`config.mk`:
```
export PLATFORM = sky130hd
export DESIGN_NAME = ram_access_controller
export DESIGN_NICKNAME = d
export VERILOG_FILES = /design/src/rtl/ram_access_controller_pkg.sv /design/src/rtl/ram_access_response_buffer.sv /design/src/rtl/ram_access_controller.sv
export SDC_FILE = /design/constraint.sdc
export NUM_CORES = 1
export LEC_CHECK = 0
export ABC_AREA = 1
export BUFFER_PORTS_ARGS = -buffer_cell sky130_fd_sc_hd__buf_4
export CORE_MARGIN = 2
export CORE_UTILIZATION = 45
export CTS_BUF_LIST = sky130_fd_sc_hd__clkbuf_4 sky130_fd_sc_hd__clkbuf_8 sky130_fd_sc_hd__clkbuf_16
export DETAILED_ROUTE_END_ITERATION = 7
export HOLD_SLACK_MARGIN = 0.12
export PLACE_DENSITY = 0.85
export SLEW_MARGIN = 5
export SYNTH_ARGS = -nofsm -noshare
export SYNTH_HDL_FRONTEND = slang
export SYNTH_SLANG_ARGS = --single-unit
```
`constraint.sdc`:
```
create_clock -name clock -period 1.7 [get_ports clock]
set_input_delay 0.085 -clock clock [delete_from_list [all_inputs] [get_ports clock]]
set_output_delay 0.085 -clock clock [all_outputs]
set_load 0.01 [all_outputs]
```
`src/rtl/ram_access_controller_pkg.sv`:
```
// Shared types for the RAM access controller: controller states and buffer sizing.
package ram_access_controller_pkg;

    typedef enum logic [1:0] {
        RESET_HOLD = 2'd0,
        CLEAR      = 2'd1,
        OPERATE    = 2'd2
    } ctrl_state_e;

    localparam int RESPONSE_BUFFER_DEPTH = 2;

endpackage

```
`src/rtl/ram_access_response_buffer.sv`:
```
// Two-entry response FIFO. Entry 0 is always the head; a pop shifts entry 1 down.
module ram_access_response_buffer #(
    parameter int WIDTH = 8
) (
    input  logic             clock,
    input  logic             reset,
    input  logic             push,
    input  logic [WIDTH-1:0] push_data,
    input  logic             pop,
    output logic [WIDTH-1:0] head,
    output logic [1:0]       count
);

    logic [WIDTH-1:0] entry0_q, entry0_d;
    logic [WIDTH-1:0] entry1_q, entry1_d;
    logic [1:0]       count_q, count_d;

    // A push lands in the first slot that is free after this cycle's pop.
    always_comb begin
        entry0_d = entry0_q;
        entry1_d = entry1_q;
        if (pop) begin
            entry0_d = entry1_q;
        end
        if (push) begin
            if ((count_q == 2'd0) || (pop && (count_q == 2'd1))) begin
                entry0_d = push_data;
            end else begin
                entry1_d = push_data;
            end
        end
        count_d = count_q + {1'b0, push} - {1'b0, pop};
    end

    always_ff @(posedge clock or posedge reset) begin
        if (reset) begin
            entry0_q <= '0;
            entry1_q <= '0;
            count_q  <= 2'd0;
        end else begin
            entry0_q <= entry0_d;
            entry1_q <= entry1_d;
            count_q  <= count_d;
        end
    end

    assign head  = entry0_q;
    assign count = count_q;

endmodule

```
`src/rtl/ram_access_controller.sv`:
```
// Valid/ready front end for one port of a RAM with a one-cycle registered read,
// including an optional clear sweep and a two-entry response buffer.
module ram_access_controller
    import ram_access_controller_pkg::*;
#(
    parameter int               WIDTH          = 8,
    parameter int               DEPTH          = 16,
    parameter int               ADDRESS_WIDTH  = $clog2(DEPTH),
    parameter bit               CLEAR_ON_RESET = 1'b1,
    parameter logic [WIDTH-1:0] CLEAR_VALUE    = '0
) (
    input  logic                     clock,
    input  logic                     reset,
    input  logic                     clear,
    output logic                     busy,
    input  logic                     request_valid,
    output logic                     request_ready,
    input  logic                     request_write,
    input  logic [ADDRESS_WIDTH-1:0] request_address,
    input  logic [WIDTH-1:0]         request_write_data,
    output logic                     response_valid,
    input  logic                     response_ready,
    output logic [WIDTH-1:0]         response_read_data,
    output logic                     ram_access_enable,
    output logic                     ram_write,
    output logic [ADDRESS_WIDTH-1:0] ram_address,
    output logic [WIDTH-1:0]         ram_write_data,
    input  logic [WIDTH-1:0]         ram_read_data
);

    localparam logic [ADDRESS_WIDTH-1:0] LAST_ADDRESS = ADDRESS_WIDTH'(DEPTH - 1);

    ctrl_state_e              state_q, state_d;
    logic [ADDRESS_WIDTH-1:0] counter_q, counter_d;
    logic                     in_flight_q, in_flight_d;

    logic [WIDTH-1:0] buf_head;
    logic [1:0]       buf_count;
    logic             buf_push;
    logic             buf_pop;
    logic [1:0]       occupancy;
    logic [1:0]       occupancy_after_consume;
    logic             consumed;
    logic             read_ok;
    logic             accept;

    always_comb begin
        state_d   = state_q;
        counter_d = counter_q;
        case (state_q)
            RESET_HOLD: begin
                state_d   = CLEAR_ON_RESET ? CLEAR : OPERATE;
                counter_d = '0;
            end
            CLEAR: begin
                if (counter_q == LAST_ADDRESS) begin
                    state_d   = OPERATE;
                    counter_d = '0;
                end else begin
                    counter_d = counter_q + ADDRESS_WIDTH'(1);
                end
            end
            OPERATE: begin
                if (clear) begin
                    state_d   = CLEAR;
                    counter_d = '0;
                end
            end
            default: begin
                state_d   = RESET_HOLD;
                counter_d = '0;
            end
        endcase
    end

    // Response side: an empty buffer lets the RAM data pass straight through,
    // otherwise the head is shown and fresh RAM data queues behind it.
    always_comb begin
        response_valid          = in_flight_q | (buf_count != 2'd0);
        response_read_data      = (buf_count == 2'd0) ? ram_read_data : buf_head;
        consumed                = response_valid & response_ready;
        buf_pop                 = (buf_count != 2'd0) & response_ready;
        buf_push                = in_flight_q & ~((buf_count == 2'd0) & response_ready);
        occupancy               = {1'b0, in_flight_q} + buf_count;
        occupancy_after_consume = occupancy - {1'b0, consumed};
        read_ok                 = occupancy_after_consume < 2'd2;
    end

    always_comb begin
        busy              = (state_q != OPERATE);
        request_ready     = 1'b0;
        ram_access_enable = 1'b0;
        ram_write         = 1'b0;
        ram_address       = '0;
        ram_write_data    = '0;
        accept            = 1'b0;
        case (state_q)
            CLEAR: begin
                ram_access_enable = 1'b1;
                ram_write         = 1'b1;
                ram_address       = counter_q;
                ram_write_data    = CLEAR_VALUE;
            end
            OPERATE: begin
                request_ready     = request_write | read_ok;
                accept            = request_valid & request_ready;
                ram_access_enable = accept;
                ram_write         = request_write;
                ram_address       = request_address;
                ram_write_data    = request_write_data;
            end
            default: begin
                ram_access_enable = 1'b0;
            end
        endcase
        in_flight_d = accept & ~request_write;
    end

    always_ff @(posedge clock or posedge reset) begin
        if (reset) begin
            state_q     <= RESET_HOLD;
            counter_q   <= '0;
            in_flight_q <= 1'b0;
        end else begin
            state_q     <= state_d;
            counter_q   <= counter_d;
            in_flight_q <= in_flight_d;
        end
    end

    ram_access_response_buffer #(
        .WIDTH(WIDTH)
    ) u_response_buffer (
        .clock     (clock),
        .reset     (reset),
        .push      (buf_push),
        .push_data (ram_read_data),
        .pop       (buf_pop),
        .head      (buf_head),
        .count     (buf_count)
    );

endmodule
```
==> key figures, run 1 <==
STA
  • Slew Limit Fails: 0
  • Relative slew slack: 0.787
  • Final cycle utilization of the critical path: 1.17
  • Final hold violation count: 0
  • Setup WS post-layout: -0.282 ns
  • Minimum clock period: roughly 2.0 ns
  • Worst Tran Pin Value: 0.319 ns
  • Unrepaired setup endpoints after global routing: yes
  • Worst Skew: 0.00935 ns
  • F_max: 0.505 GHz
  • # setup viols final: 3

Die
  • Io pins: 51
  • Die area: 3960 µm²
  • Core ar.: 3340 µm²
  • Die Y: 62.9 µm
  • Die Width: 62.9 µm
  • Standard-cell row count: 21
  • Initial Util: 0.468

Cells and area
  • # fillers: 285
  • Final Util: 0.672
  • Area of the multi-input gates: between 700 and 800 µm²
  • Antenna cells: 0
  • Syn-to-layout area delta: 43.7%
  • Storage cell area: 627 µm²
  • Cell area after layout: around 2200 µm²
  • Share of layout cells above drive strength 1: 0.351
  • Nets@finish: 311

Clock network
  • CTS Root Cell: clkbuf_4
  • H-tree levels: 1
  • Worst-path clk slew: 0.14 ns
  • Max clock buf depth: 2
  • Cts bufs inserted: 3
  • Clk_lat worst skew: 0.32 ns
  • CTS tree: built
  • CTS sink count: 25

Logic synthesis
  • Top area cells in the synthesized netlist: dfrtp_1 40%, nand2_1 13%, inv_1 8.7%
  • Ys Warns: 0
  • Number of synthesized flops with an enable pin: 0
  • Sequential area share after synthesis: 0.401
  • Top-count cell post-synth: nand2_1
  • Syn Inst Count: slightly above 200
  • Synthesis-stage register bit count: 25
  • Async SR Flop Fraction: 1.00
  • Netlist Area Pre-Place: 1560 µm²
  • Syn nets: 238
  • Top cell type by total area after synthesis: dfrtp_1
  • Post-synth cell types: 29
  • Primary FF master, synth: dfrtp_1
  • Syn_area_per_cell: 7.65 µm²
  • Area share of the largest cell type after synthesis: 0.401
  • Post-synth top cells: 53 x nand2_1, 36 x inv_1, 25 x dfrtp_1

Critical path
  • Worst Setup Start Kind: flip-flop
  • CP Cell Sequence: buf_4, inv_2, ha_1, nor2_2, inv_1, nand2_1, nand3_2, nand3_1, a21oi_2, buf_4
  • Most used cell, CP: buf_4
  • Slowest stage delay, CP: ~0.42 ns
  • Crit path DAT: 1.90 ns
  • Critical path type: reg2out
  • CP endpoint kind: primary output
  • CP Max Fanout: 3
  • Master of the slowest instance on the critical path: dfrtp_1
  • Worst endpoint required time: 1.62 ns

Flow run
  • Max_cap viols: 0

Placement
  • PortBufs: 50
  • Global placer's final weighted congestion: slightly below 0.8
  • Cell Area, Placed: approximately 2000 µm²
  • DP Wirelength: 2470 µm

Routing
  • Per-cell routed wire length: 10.9 µm
  • Routed Antenna Nets: 0
  • DR pass1 iterations: 5
  • Routed wire length: 3500 µm
  • Number of vias per cell: 4.62
  • DR vias: ~1.5k
  • # DRC: 0
  • Initial DRC count: 59

GRT
  • M3 GR Usage: 0.0324
  • Vias in the first global route: 1427
  • First-pass GRT wire length: ~5800 µm
  • Initial antenna violation count: 0
  • Grt peak-use layer: met2
  • GR Util met2: 0.344
  • GRT Overall Usage: 0.179
  • Met1 Use GR: 0.204
  • Gr ovfl total: 0
  • Pin count of the biggest net entering global routing: 26

Pwr
  • IR drop worst, VDD: 0.744 mV
  • PD cells: 1430 nW/µm²
  • P_leak: about 1.2 nW

Outcome
  • Failing checks: negative setup slack
  • Status: finished with violations

Min path
  • Worst Hold Class: in2reg
==> sequential cells by signal (all words and copies together) (netlist names) <==
signal / flops
u_response_buffer.entry1_q: 8
u_response_buffer.count: 2
counter_q: 4
in_flight_q: 1
state_q: 2
u_response_buffer.head: 8
==> final timing paths <==
check	from	to	slack, ns	depth (start not counted)
worst max-delay path	u_response_buffer.count[0]$_DFF_PP0_	ram_access_enable	-0.28	10
worst min-delay path	response_ready	u_response_buffer.head[2]$_DFF_PP0_	0.22	4
worst max register to register	u_response_buffer.count[1]$_DFF_PP0_	u_response_buffer.count[1]$_DFF_PP0_	-0.02	8
worst min register to register	u_response_buffer.entry1_q[4]$_DFFE_PP0P_	u_response_buffer.entry1_q[4]$_DFFE_PP0P_	0.51	2
max in group asynchronous	reset	u_response_buffer.count[1]$_DFF_PP0_	1.09	4
min in group asynchronous	reset	counter_q[1]$_DFFE_PP0P_	0.34	4
==> layout by cell type, fill, tap and decap left out, types with 2 or more instances in the layout <==
master         count
buf_4             59
nand2_1           52
inv_1             35
dfrtp_1           24
o21ai_1           12
dlygate4sd3_1     12
o21ai_0           10
o21ai_2           10
a21oi_1            8
inv_2              7
ha_1               7
nor2_1             4
nand2_2            4
o211ai_1           4
clkbuf_4           3
nor2_2             2
nand3_2            2
nand3_1            2
xnor2_1            2
==> per-layer routing <==
| metal | wire length [µm] | vias to the layer above |
|---|---|---|
| met5 | 0 | - |
| met4 | 14 | 0 |
| met3 | 125 | 2 |
| met2 | 1790 | 35 |
| met1 | 1580 | 659 |
| li1 | - | 793 |
==> area by class of cell <==
| class | count | area share |
|---|---|---|
| multi-input combinational | 132 | 0.345 |
| sequential | 25 | 0.279 |
| timing repair buffer | 73 | 0.267 |
| inverter | 42 | 0.0703 |
| tap | 46 | 0.0257 |
| clock buffer | 3 | 0.0100 |
| clock inverter | 1 | 0.00335 |
==> report_power, final <==
group	total [W]	internal, W	leakage, nW	switching, W
Clock	0.000272	0.0000898	0.0139	0.000183
Combinational	0.00198	0.000910	0.874	0.00107
Sequential	0.000951	0.000818	0.322	0.000132
Total	0.00320	0.00182	1.21	0.00138
==> stage by stage <==
step / hold WS (ns) / setup WS [ns] / total power [W] / TNS [ns] / cells
after detailed placement: 0.163 / -0.00789 / 0.00277 / -0.00789 / 302
after CTS: 0.224 / -0.260 / 0.00310 / -0.352 / 319
after floorplan: 0.112 / -0.0393 / 0.00208 / -0.0393 / 204
after global placement: 0.159 / 0.0622 / 0.00270 / 0 / 302
after global routing: 0.230 / -0.380 / 0.00350 / -0.806 / 322
final: 0.225 / -0.282 / 0.00320 / -0.457 / 322
==> cell families (layout without fill, tap and decap cells) <==
kind of cell	after synthesis	in the layout	share of synthesized area
AOI/OAI and AO/OA	51	51	0.208
xor gates and xnor gates	3	3	0.0168
adders and majority gates	8	8	0.0641
buffers and inverters	47	119	0.120
DFF	25	25	0.401
and+or+nand+nor	70	70	0.190
==> what timing repair did <==
item	in CTS	in global routing
endpoints found under the hold margin	46	0
buffers inserted	1	3
resized for setup	3	8
endpoints found under the setup margin	2	12
hold buffers	12	0
gates cloned	0	0
pin swaps	3	1
==> critical path, delay by kind of cell (launching register included) <==
| family | cells | cell delay (ns) |
|---|---|---|
| AND/OR/NAND/NOR | 4 | 0.42 |
| buffers and inverters | 4 | 0.39 |
| AO/OA/AOI/OAI | 1 | 0.06 |
| flip-flops | 1 | 0.42 |
| adder cells (fa/ha/maj) | 1 | 0.29 |
Power figures use the tool's default switching activity.
==> inputs of run 2 (changes only) <==
--- a/config.mk
+++ b/config.mk
@@ -8,11 +8,11 @@
 export ABC_AREA = 1
 export BUFFER_PORTS_ARGS = -buffer_cell sky130_fd_sc_hd__buf_4
 export CORE_MARGIN = 2
-export CORE_UTILIZATION = 45
+export CORE_UTILIZATION = 30
 export CTS_BUF_LIST = sky130_fd_sc_hd__clkbuf_4 sky130_fd_sc_hd__clkbuf_8 sky130_fd_sc_hd__clkbuf_16
 export DETAILED_ROUTE_END_ITERATION = 7
 export HOLD_SLACK_MARGIN = 0.12
-export PLACE_DENSITY = 0.85
+export PLACE_DENSITY = 0.64
 export SLEW_MARGIN = 5
 export SYNTH_ARGS = -nofsm -noshare
 export SYNTH_HDL_FRONTEND = slang
==> run 2 against run 1 <==
- the flow still finishes with violations (negative setup slack)
- via count fell by 0.40%
- combinational power fell by 3%
- worst hold slack better by 0.10 ns
- sequential share of layout area decreased by 0.62 points
- critical path depth down 2
- die area grew 47%
- sequential cell count unchanged
- clock skew down 0.0043 ns
- cell count increased by 7.1%
- highest routed layer unchanged
==> key figures, run 2 (synthesis gave the netlist of run 1 again) <==
Die
  • Io pins: 51 (unchanged)
  • Die Y: 76.1 µm (+21%)
  • Die Width: 76.1 µm (+21%)
  • Die area: 5800 µm² (+47%)
  • Core ar.: 5070 µm² (+52%)
  • Standard-cell row count: 26 (+24%)
  • Initial Util: 0.308 (-0.160)

Cells and area
  • Nets@finish: 310 (-0.32%)
  • Syn-to-layout area delta: 47.0%
  • Storage cell area: 627 µm² (unchanged)
  • Area of the multi-input gates: 785 µm² (+1.5%)
  • Commonest non-fill, non-tap cell in the layout: buf_4
  • Antenna cells: 0 (unchanged)
  • Final cell count without fillers: 345 (+7.1%)
  • Share of layout cells above drive strength 1: 0.353 (+0.00128)
  • Final Util: 0.452 (-0.220)
  • Most frequent cells in the layout: 58 x buf_4, 52 x nand2_1, 36 x inv_1
  • # fillers: 517 (+81%)

Placement
  • DP Wirelength: 2460 µm (-0.64%)
  • Inst Count DP: 326 (+7.9%)
  • PortBufs: 50 (unchanged)
  • Global placer's final weighted congestion: 0.796 (about the same)

Routing
  • Per-cell routed wire length: 10.0 µm (-7.7%)
  • Number of vias per cell: 4.30 (-7.0%)
  • DR pass1 iterations: 4 (-1)
  • Met2 WL post-DR: 1760 µm (-1.3%)
  • DR vias: 1483 (-0.40%)
  • Initial DRC count: 57 (-3.4%)
  • Routed Antenna Nets: 0 (unchanged)
  • Highest metal used: met4
  • Routed wire length: 3460 µm (-1.1%)
  • M1 WL: 1540 µm (-2.2%)
  • Routed wl met3: 124 µm (-0.80%)
  • # DRC: 0 (unchanged)

Critical path
  • Worst endpoint required time: 1.62 ns (about the same)
  • CP endpoint kind: primary output
  • Crit path DAT: 1.75 ns (-0.15 ns)
  • Worst Setup Start Kind: flip-flop
  • CP Max Fanout: 2 (-1)
  • Critical path type: reg2out

STA
  • Final hold violation count: 0 (unchanged)
  • Unrepaired setup endpoints after global routing: yes
  • Min Hold Slack: 0.324 ns (+0.0997 ns)
  • Worst Skew: 0.00504 ns (-0.00430 ns)
  • Setup WS post-layout: -0.139 ns (+0.143 ns)
  • Final cycle utilization of the critical path: 1.08 (-0.0843)
  • Relative slew slack: 0.783 (-0.00382)
  • F_max: 0.544 GHz (+7.8%)
  • Minimum clock period: 1.84 ns (-0.143 ns)
  • Slew Limit Fails: 0 (unchanged)
  • Worst Tran Pin Value: 0.325 ns (+0.00574 ns)
  • # setup viols final: 2 (-1)

Pwr
  • IR drop worst, VDD: 0.569 mV (-23%)
  • Tot Pwr: 0.00324 W (+1.4%)
  • PD cells: 1410 nW/µm² (-0.91%)
  • P_leak: 1.22 nW (+0.77%)

Clock network
  • CTS sink count: 25 (unchanged)
  • Clk_lat worst skew: 0.26 ns (-0.06 ns)
  • H-tree levels: 1 (unchanged)
  • Max clock buf depth: 2 (unchanged)
  • CTS Root Cell: clkbuf_8
  • Cts bufs inserted: 3 (unchanged)
  • CTS tree: built
  • Worst-path clk slew: 0.09 ns (-0.05 ns)

GRT
  • Pin count of the biggest net entering global routing: 26 (unchanged)
  • First-pass GRT wire length: 6250 µm (+7.0%)
  • Vias in the first global route: 1436 (+0.63%)
  • GRT Overall Usage: 0.127 (-0.0525)
  • Gr ovfl total: 0 (unchanged)
  • Initial antenna violation count: 0 (unchanged)

Outcome
  • Status: finished with violations
  • Failing checks: negative setup slack

Min path
  • Worst Hold Class: in2reg

Flow run
  • Max_cap viols: 0 (unchanged)
[run 2: what timing repair did]
action                                  in CTS  in global routing
gates cloned                                 0                  0
endpoints found under the hold margin       42                  0
hold buffers                                12                  0
resized for setup                            3                  9
endpoints found under the setup margin       2                  9
buffers inserted                             2                  1
pin swaps                                    4                  3
[run 2: worst max-delay path, stage by stage, from the launching register on]
cell and delay (ns):
dfrtp_1 0.41, nor2_4 0.13, a21boi_2 0.06, ha_1 0.28, nor2_2 0.14, nand3_2 0.09
buf_4 0.14, a31oi_2 0.11, buf_4 0.14
[run 2: where the power goes]
group          switching [W]  internal [W]  total (W)
combinational        0.00105      0.000886    0.00193
clock               0.000174      0.000183   0.000357
sequential          0.000131      0.000820   0.000951
total                0.00135       0.00189    0.00324
[run 2: final timing paths]
kind / start / to / slack (ns) / depth (start not counted)
min reg2reg: u_response_buffer.entry1_q[2]$_DFFE_PP0P_ / u_response_buffer.entry1_q[2]$_DFFE_PP0P_ / 0.50 / 2
max: u_response_buffer.count[0]$_DFF_PP0_ / request_ready / -0.14 / 8
max in group asynchronous: reset / u_response_buffer.count[1]$_DFF_PP0_ / 1.01 / 4
min: response_ready / u_response_buffer.head[2]$_DFF_PP0_ / 0.32 / 4
max reg2reg: u_response_buffer.count[1]$_DFF_PP0_ / u_response_buffer.count[1]$_DFF_PP0_ / 0.01 / 8
min in group asynchronous: reset / u_response_buffer.head[0]$_DFF_PP0_ / 0.42 / 4
[run 2: final cells by class]
class                           count  share of cell area
Clock buffer                        4              0.0213
Multi-Input combinational cell    132               0.342
Inverter                           42              0.0698
Sequential cell                    25               0.273
Timing Repair Buffer               72               0.256
Tap cell                           70              0.0382
[run 2: per-layer routing]
| layer | vias to the layer above | GRT usage |
|---|---|---|
| li1 | 786 | - |
| met1 | 662 | 0.152 |
| met2 | 29 | 0.236 |
| met3 | 6 | 0.0320 |
| met4 | 0 | 0.0164 |
| met5 | - | 0 |
[run 2: through the flow]
| stage | worst slack (ns) | area, µm² | TNS (ns) |
|---|---|---|---|
| finish | -0.139 | 2290 | -0.274 |
| global route | -0.270 | 2290 | -0.592 |
| CTS | -0.183 | 2240 | -0.328 |
| detailed placement | 0.0207 | 2050 | 0 |
| global placement | 0.0440 | 2050 | 0 |
| floorplan | -0.0393 | 1570 | -0.0393 |
